$ cat src/rtl/mem_pkg.sv
// -----------------------------------------------------------------------------
// mem_pkg
// Shared types for the MEM pipeline stage.
//   mem_op_t    : operation code presented by EX (PASS, LOAD, STORE, NOP)
//   mem_state_t : stage FSM state (IDLE accepts ops, BUSY is waiting on the RAM)
//   CNT_W       : width of the latency counter (enough for LAT_MAX-1)
//   lat_is_legal: elaboration-time check of the LAT parameter
// -----------------------------------------------------------------------------
package mem_pkg;

    typedef enum logic [1:0] {
        PASS  = 2'd0,
        LOAD  = 2'd1,
        STORE = 2'd2,
        NOP   = 2'd3
    } mem_op_t;

    typedef enum logic {
        IDLE = 1'b0,
        BUSY = 1'b1
    } mem_state_t;

    localparam int LAT_MIN = 1;
    localparam int LAT_MAX = 8;
    localparam int CNT_W   = 4;

    function automatic bit lat_is_legal(input int lat);
        return (lat >= LAT_MIN) && (lat <= LAT_MAX);
    endfunction

endpackage

$ cat src/rtl/mem_ram.sv
// -----------------------------------------------------------------------------
// mem_ram
// Single-port synchronous data RAM, DEPTH words of ARQ bits. Array contents
// are never reset. A read returns the contents before any same-edge write.
// Ports:
//   clk   : rising-edge clock
//   en    : perform an access on this edge
//   we    : write wdata to addr (only when en)
//   addr  : word index
//   wdata : write data
//   rdata : registered read data, updated on every enabled edge
// -----------------------------------------------------------------------------
module mem_ram #(
    parameter int ARQ   = 16,
    parameter int DEPTH = 256,
    parameter int AW    = 8
) (
    input  logic           clk,
    input  logic           en,
    input  logic           we,
    input  logic [AW-1:0]  addr,
    input  logic [ARQ-1:0] wdata,
    output logic [ARQ-1:0] rdata
);

    logic [ARQ-1:0] mem [DEPTH];

    always_ff @(posedge clk) begin
        if (en) begin
            if (we) begin
                mem[addr] <= wdata;
            end
            rdata <= mem[addr];
        end
    end

endmodule

$ cat src/rtl/mem_access_stage.sv
// -----------------------------------------------------------------------------
// mem_access_stage
// MEM pipeline stage between EX and WB. Non-memory results pass through in one
// cycle; loads and stores take LAT cycles and hold off EX via in_ready.
//
// Handshake: an op transfers at a rising edge when in_valid & in_ready & ~flush.
// in_ready depends only on the FSM state, never on in_valid. Results reach WB
// as a one-cycle out_valid pulse with no back-pressure from WB.
//
// Ports:
//   clk, rst         : clock, asynchronous active-low reset
//   in_valid/in_ready: upstream handshake (stall = ~in_ready)
//   in_op            : PASS / LOAD / STORE / NOP
//   in_alu_result    : ALU result, also the word address for LOAD/STORE
//   in_store_data    : STORE data
//   in_rd            : destination register
//   flush            : synchronous kill of the in-flight op and same-cycle input
//   out_valid        : result pulse to WB
//   out_result       : PASS value, load data, or 0 for STORE
//   out_rd           : destination register of the completed op
//   out_we           : register-file write enable (PASS and LOAD)
//   addr_err         : pulses with out_valid when the address is >= DEPTH
//   dbg_state        : current FSM state
// -----------------------------------------------------------------------------
module mem_access_stage
    import mem_pkg::*;
#(
    parameter int ARQ   = 16,
    parameter int DEPTH = 256,
    parameter int LAT   = 2,
    parameter int RA    = 4
) (
    input  logic           clk,
    input  logic           rst,
    input  logic           in_valid,
    output logic           in_ready,
    input  logic [1:0]     in_op,
    input  logic [ARQ-1:0] in_alu_result,
    input  logic [ARQ-1:0] in_store_data,
    input  logic [RA-1:0]  in_rd,
    input  logic           flush,
    output logic           out_valid,
    output logic [ARQ-1:0] out_result,
    output logic [RA-1:0]  out_rd,
    output logic           out_we,
    output logic           addr_err,
    output mem_state_t     dbg_state
);

    localparam int AW = (DEPTH > 1) ? $clog2(DEPTH) : 1;

    // DEPTH widened by one bit so the range test works on the full address.
    localparam logic [ARQ:0] DEPTH_W = DEPTH[ARQ:0];

    if (!lat_is_legal(LAT)) begin : g_bad_lat
        $error("mem_access_stage: LAT=%0d is outside %0d..%0d", LAT, LAT_MIN, LAT_MAX);
    end

    // ------------------------------------------------------------------
    // Control state
    // ------------------------------------------------------------------
    mem_state_t       state_q, state_d;
    logic [CNT_W-1:0] cnt_q, cnt_d;
    logic             fire_q, fire_d;     // captured op executes on the next edge
    logic             capture;

    // Operands captured at acceptance
    mem_op_t          op_q;
    logic [ARQ-1:0]   addr_q;
    logic [ARQ-1:0]   data_q;
    logic [RA-1:0]    rd_q;

    // Output registers
    logic             out_valid_q;
    logic             out_we_q;
    logic             addr_err_q;
    logic [ARQ-1:0]   res_q;
    logic [RA-1:0]    out_rd_q;
    logic             from_ram_q;

    mem_op_t          op_in;
    logic             accept;
    logic             is_mem_in;
    logic             is_mem_q;
    logic             addr_ok;
    logic             fire_now;
    logic             ram_en;
    logic             ram_we;
    logic [ARQ-1:0]   ram_rdata;

    assign op_in     = mem_op_t'(in_op);
    assign in_ready  = (state_q == IDLE);
    assign accept    = in_valid & in_ready & ~flush;
    assign is_mem_in = (op_in == LOAD) || (op_in == STORE);
    assign is_mem_q  = (op_q == LOAD) || (op_q == STORE);
    assign addr_ok   = ({1'b0, addr_q} < DEPTH_W);

    // A flush in the cycle before execution still cancels the op.
    assign fire_now  = fire_q & ~flush;

    // ------------------------------------------------------------------
    // FSM. The counter reaching zero releases in_ready; the RAM access and
    // the result register load happen on the following edge, the same edge
    // a PASS accepted one cycle earlier would execute on.
    // ------------------------------------------------------------------
    always_comb begin
        state_d = state_q;
        cnt_d   = cnt_q;
        fire_d  = 1'b0;
        capture = 1'b0;
        case (state_q)
            IDLE: begin
                if (accept) begin
                    capture = 1'b1;
                    if (is_mem_in && (LAT > 1)) begin
                        state_d = BUSY;
                        cnt_d   = CNT_W'(LAT - 1);
                    end else begin
                        fire_d = (op_in != NOP);
                    end
                end
            end
            BUSY: begin
                if (flush) begin
                    state_d = IDLE;
                    cnt_d   = '0;
                end else begin
                    cnt_d = cnt_q - CNT_W'(1);
                    if (cnt_q == CNT_W'(1)) begin
                        state_d = IDLE;
                        fire_d  = 1'b1;
                    end
                end
            end
            default: begin
                state_d = IDLE;
                cnt_d   = '0;
            end
        endcase
    end

    always_ff @(posedge clk or negedge rst) begin
        if (!rst) begin
            state_q <= IDLE;
            cnt_q   <= '0;
            fire_q  <= 1'b0;
            op_q    <= NOP;
            addr_q  <= '0;
            data_q  <= '0;
            rd_q    <= '0;
        end else begin
            state_q <= state_d;
            cnt_q   <= cnt_d;
            fire_q  <= fire_d;
            if (capture) begin
                op_q   <= op_in;
                addr_q <= in_alu_result;
                data_q <= in_store_data;
                rd_q   <= in_rd;
            end
        end
    end

    // ------------------------------------------------------------------
    // Data RAM. Out-of-range accesses never reach the array, which both
    // suppresses the store and avoids reading past the last word.
    // ------------------------------------------------------------------
    assign ram_en = fire_now & is_mem_q & addr_ok;
    assign ram_we = (op_q == STORE);

    mem_ram #(
        .ARQ   (ARQ),
        .DEPTH (DEPTH),
        .AW    (AW)
    ) u_ram (
        .clk   (clk),
        .en    (ram_en),
        .we    (ram_we),
        .addr  (addr_q[AW-1:0]),
        .wdata (data_q),
        .rdata (ram_rdata)
    );

    // ------------------------------------------------------------------
    // Output registers. Load data comes straight from the RAM's read
    // register, selected by from_ram_q, so it lines up with out_valid.
    // ------------------------------------------------------------------
    always_ff @(posedge clk or negedge rst) begin
        if (!rst) begin
            out_valid_q <= 1'b0;
            out_we_q    <= 1'b0;
            addr_err_q  <= 1'b0;
            res_q       <= '0;
            out_rd_q    <= '0;
            from_ram_q  <= 1'b0;
        end else begin
            out_valid_q <= fire_now;
            out_we_q    <= fire_now & ((op_q == PASS) || (op_q == LOAD));
            addr_err_q  <= fire_now & is_mem_q & ~addr_ok;
            if (fire_now) begin
                out_rd_q   <= rd_q;
                res_q      <= (op_q == PASS) ? addr_q : '0;
                from_ram_q <= (op_q == LOAD) && addr_ok;
            end
        end
    end

    assign out_valid  = out_valid_q;
    assign out_we     = out_we_q;
    assign addr_err   = addr_err_q;
    assign out_rd     = out_rd_q;
    assign out_result = from_ram_q ? ram_rdata : res_q;
    assign dbg_state  = state_q;

endmodule
$ cat config.mk
export PLATFORM = sky130hd
export DESIGN_NAME = mem_access_stage
export DESIGN_NICKNAME = d
export VERILOG_FILES = /design/src/rtl/mem_pkg.sv /design/src/rtl/mem_ram.sv /design/src/rtl/mem_access_stage.sv
export SDC_FILE = /design/constraint.sdc
export NUM_CORES = 2
export LEC_CHECK = 0
export CAP_MARGIN = 15
export CELL_PAD_IN_SITES_DETAIL_PLACEMENT = 2
export CELL_PAD_IN_SITES_GLOBAL_PLACEMENT = 2
export CORE_MARGIN = 1.5
export CORE_UTILIZATION = 40
export DETAILED_ROUTE_END_ITERATION = 16
export PLACE_DENSITY_LB_ADDON = 0.25
export SLEW_MARGIN = 20
export SYNTH_ARGS = -nofsm -noshare
export SYNTH_HDL_FRONTEND = slang
export SYNTH_SLANG_ARGS = --single-unit
$ cat constraint.sdc
create_clock -name clk -period 4.88 [get_ports clk]
set_input_delay 0.488 -clock clk [delete_from_list [all_inputs] [get_ports clk]]
set_output_delay 0.488 -clock clk [all_outputs]
set_load 0.005 [all_outputs]
---- Yosys cells after proc, flatten, opt, wreduce, memory -nomap -nowiden ----
Memory sizes are Yosys's and may differ from the RTL's. A register that Yosys moved wholly into a read port is not among the register bits.
Index checks and enable logic that the tools add are counted.
word-level totals
  memories kept ........................... 1
  output and inout bits ................... 25
  RAM bits ................................ 4,096
  input port bits ......................... 42
  word-level logic and storage cells ...... 61
  register bits ........................... 68
cells by class
  eq/ne operators ......................... 8
  order comparisons ....................... 1
  muxes and demuxes ....................... 21
  bitwise operators ....................... 10
  reduce and logical (&&, ||, !) cells .... 6
  add/subtract/negate cells ............... 1
memory list
  name       words  bits a word  rd ports  clocked after memory_dff  wr ports  RTL line       source
  u_ram.mem  256    16           1         1                         1         mem_ram.sv:26  logic [ARQ-1:0] mem [DEPTH];
operator list
  cell                 count
  $mux 16              2
  $lt 16x9->1 const B  1
  $mux 1               13
  $mux 4               3
  $pmux 4 s2           1
  $and 1x1->1          7
  $eq 2x1->1 const B   2
  $eq 2x2->1 const B   2
  $eq 4x1->1 const B   1
  $ne 2x1->1 const B   2
  $pmux 1 s2           2
  $sub 4x1->4 const B  1
  $logic_or 1x1->1     3
  $not 1->1            3
  $logic_not 2->1      1
  $ne 2x2->1 const B   1
  $reduce_and 2->1     1
  $logic_and 1x1->1    1

---- Longest topological paths before layout ----
  depth after elaboration ................. 6
  mapped depth ............................ 8
  mapped depth without buffers ............ 7

---- Modules after synthesis ----
From an unflattened synthesis, not the netlist that was laid out.
second synthesis, totals
  cells, all modules ...................... 6,944
  area total of the unflattened synthesis .. 158,170.4 um2
by module, submodules not included
  module            cells each  sequential area each (um2)  area an instance (um2)  instances
  mem_ram           6,704       123,478.4                   155,241.4               1
  mem_access_stage  240         1,704.1                     2,929.1                 1

---- Least setup slack after synthesis ----
Ideal clock, no wire load.
  path kind ............................... register to register
  from .................................... register data_q[0]
  to ...................................... memory u_ram.mem[0][0] (data pin)
  setup time .............................. 0.803 ns
  arrival time ............................ 3.181 ns
  stages on the path, launching flop included .. 1
  path slack .............................. 0.896 ns
  period minus slack after synthesis ...... 3.984 ns
  path buffers ............................ 0
  required time ........................... 4.077 ns
  cells stage by stage .................... dfrtp_1
RTL lines
  element                   RTL line                 source
  start: declaration        mem_access_stage.sv:70   logic [ARQ-1:0] data_q;
  start signal: assignment  mem_access_stage.sv:158  data_q <= in_store_data;
  end: declaration          mem_ram.sv:26
No word-level cell before the write port.

---- Worst setup path in the final report ----
  from .................................... register addr_q[1]
  to ...................................... register u_ram.rdata[1], read port of u_ram.mem (data pin)
between the ends
  longest elaborated chain between the ends .. 2
RTL lines
  element                   RTL line                 source
  start: declaration        mem_access_stage.sv:69   logic [ARQ-1:0] addr_q;
  start signal: assignment  mem_access_stage.sv:157  addr_q <= in_alu_result;
  $lt 16x9->1               mem_access_stage.sv:96   assign addr_ok = ({1'b0, addr_q} < DEPTH_W);
  $and 1x1->1               mem_access_stage.sv:168  assign ram_en = fire_now & is_mem_q & addr_ok;
  end: declaration          mem_ram.sv:23            output logic [ARQ-1:0] rdata
Parallel ways exist; a longest one is shown, timed or not.
A chain may end at the register's enable or synchronous reset.

==> flow_summary.ini <==
[outcome]
status = complete, no violations

[cts]
postCtsSetupRepairBufs = 0
cts_tree = done
post_cts_resize_count = 0
htreeDepth = 5
clock_latency_ps = 1020
cts.reportedPaths.clkPinSlew_ps = 70
clockBufferDepth = 4
root_buffer = clkbuf_16
numCtsBuffers = 434
clock_sinks = 4180

[power_and_ir_drop]
powerDensity_nw_per_um2 = 501
p_leak_nw = 57.0
peakVddDrop_uv = 370

[placed_design]
gp_congestion = 0.805
dp_hpwl_um = 311000
dp.cells = 12400
port-buffer-count = 66

[worst_setup_path]
path_class = flop to flop
critPathLaunchType = flop
r2r_cells = 8
cp-end-kind = flop
cp_data_required_time_ps = 5580
critPathArrivalTime_ps = 5430
path_max_fanout = 31

[finish]
layout.cells.non_filler = 13300
fill_cells = 34700
drive_above_1_share_pct = 30.3
fin_nets = 7702
area_growth_pct = 16.6

[timing]
fin_crit_ps = 4730
relSlewSlack_pct = 13.8
setup_viol = 0
worstMarginPinSlew_ps = 1280
rsz0062_at_grt = false
fin_crit_sh_pct = 96.8
hold_violations = 0
finalMaxSlewViolations = 0
skew_ps = 61.0
fmaxAchievable_mhz = 212
whs_ps = 62.5

[global_route]
grt_max_degree = 184
grt_pass1_vias = 86600
gr-usage-all-layers_pct = 26.4
overflow = 0
grt_pass1_wl_um = 735000
antenna_found_initial = 31

[synth]
netlist_top_cells_area = edfxtp_1, mux4_2, a22oi_1
synth_nets = 7000
yosysTopAreaCellShare_pct = 78.1
synth_edf_count = 4112
synth_cell_type_count = 32
netlist_area_um2 = 158000
syn_area_per_cell_um2 = 22.7
async_flop_share_pct = 1.63
ys.flop_type = edfxtp_1
synth-seq-cells = 4180
ys_seq_area_share_pct = 79.2
synth_warnings = 0
yosysTopAreaCell = edfxtp_1
synthCells = 6952

[run]
max_cap_violations = 0

[die]
dieArea_um2 = 399000
io_pins = 67
die_h_um = 632
die_x_um = 632
core-area_um2 = 393000
rows = 230
start_util_pct = 40.2

[worst_hold_path]
min-delay-path-class = input port to flop
hold_path_depth = 3

[drt]
first_pass_iters = 5
vias = 81900
route.detailed.wl_per_inst_um = 40.3
drc = 0
wl_um = 534000
post_drt_via_cell_ratio = 6.17
antenna_left = 0
drtIter0Drc = 10600
-- registers in the layout (all words and copies together) (netlist names) --
| name | cells |
|---|---|
| u_ram.mem | 4096 |
| addr_q | 16 |
| data_q | 16 |
| res_q | 16 |
| u_ram.rdata | 16 |
| cnt_q | 4 |
| out_rd | 4 |
| rd_q | 4 |
| op_q | 2 |
| addr_err | 1 |
| dbg_state | 1 |
| fire_q | 1 |
| from_ram_q | 1 |
| out_valid | 1 |
| out_we | 1 |
-- cell type report --
class / count / area, µm² / area share, %
inverters: 11 / 41.3 / 0.0224
repair buffers: 691 / 6640 / 3.60
clock inverters: 277 / 2820 / 1.53
diodes: 19 / 47.5 / 0.0258
flip-flops and latches: 4180 / 125000 / 67.9
well taps: 5220 / 6530 / 3.54
clock buffers: 529 / 11400 / 6.19
multi-input cells: 2336 / 31600 / 17.1
-- logic make-up after synthesis --
family                   after synthesis  share of synthesized area [%]
flip-flops                          4180                           79.2
multiplexers                        1074                           14.9
AO/OA/AOI/OAI                        846                           3.64
buffers and inverters                436                           1.14
AND/OR/NAND/NOR                      408                           1.04
adder cells (fa/ha/maj)                6                         0.0475
XOR/XNOR                               2                         0.0111
-- metrics by stage --
stage	area, µm²	setup WS, ps	total power, mW	TNS [ps]	util, %
6_report	184000	154	92.4	0	46.9
5_1_grt	184000	222	94.5	0	46.9
4_1_cts	184000	193	93.0	0	46.8
3_5_place_dp	170000	275	58.9	0	43.2
3_3_place_gp	170000	-721	58.1	-2040	43.2
2_1_floorplan	158000	896	51.6	0	-
-- Yosys cell counts (all sizes together) (5+ instances only) --
| master | n |
|---|---|
| mux2 | 50 |
| nor2 | 262 |
| ha | 6 |
| o41ai | 64 |
| nand3 | 20 |
| a21oi | 258 |
| nand2 | 88 |
| edfxtp | 4112 |
| dfrtp | 66 |
| clkbuf | 272 |
| nand4 | 17 |
| nor3 | 5 |
| inv | 11 |
| mux4 | 1024 |
| buf | 153 |
| o21ai | 9 |
| a22oi | 512 |
| nor2b | 6 |
-- layer usage --
layer	vias up	wire [µm]	GRT usage (%)
met5	-	121	0
met4	18	18500	8.20
met3	768	37100	4.05
met2	3935	269000	45.0
met1	45900	209000	35.1
li1	31300	-	-
-- layout by cell type, fill, tap and decap left out, types with 14 or more instances in the layout --
| cell | netlist | final |
|---|---|---|
| a21oi_1 | 258 | 257 |
| nor2_2 | 0 | 18 |
| a22oi_1 | 512 | 512 |
| dfrtp_4 | 0 | 18 |
| nand2_2 | 0 | 16 |
| mux2_2 | 50 | 50 |
| clkinv_1 | 0 | 103 |
| mux4_2 | 1024 | 1024 |
| clkdlybuf4s50_1 | 0 | 65 |
| nor2_1 | 262 | 243 |
| nand2_1 | 88 | 71 |
| nand3_1 | 20 | 19 |
| o41ai_1 | 64 | 21 |
| clkinv_2 | 0 | 85 |
| nand4_1 | 17 | 17 |
| diode_2 | 0 | 19 |
| clkinvlp_4 | 0 | 14 |
| buf_4 | 11 | 524 |
| o41ai_2 | 0 | 43 |
| buf_12 | 0 | 92 |
| bufinv_16 | 0 | 50 |
| clkbuf_16 | 0 | 439 |
| dfrtp_1 | 66 | 48 |
| edfxtp_1 | 4112 | 4112 |
| clkbuf_1 | 272 | 82 |
-- repair_timing --
action                                  in CTS  in global routing
hold buffers                                 1                  0
endpoints found under the setup margin       0                  0
endpoints found under the hold margin       40                  0
-- path summary, 6_finish.rpt --
kind	start	end	slack (ps)
worst max-delay path	addr_q[1]$_DFFE_PN0P_	u_ram.rdata[1]$_DFFE_PP_	150
min in group asynchronous	rst	data_q[12]$_DFFE_PN0P_	90
worst min-delay path	in_alu_result[0]	addr_q[0]$_DFFE_PN0P_	60
worst min register to register	rd_q[0]$_DFFE_PN0P_	out_rd[0]$_DFFE_PN0P_	480
max in group asynchronous	rst	data_q[15]$_DFFE_PN0P_	3850
worst max register to register	addr_q[1]$_DFFE_PN0P_	u_ram.rdata[1]$_DFFE_PP_	150
-- report_power, final --
group          total (mW)  switching (mW)  internal (mW)
sequential           42.7           0.885           41.9
combinational        15.5            10.1           5.37
clock                34.2            14.9           19.3
-- worst max-delay path: stages (launching register included) --
cell and delay (ps):
dfrtp_4 1130, buf_12 350, buf_12 280, mux4_2 360
a22oi_1 560, a21oi_1 160, o41ai_1 1050, buf_4 290
nand4_1 100
(Power assumes the default switching activity.)
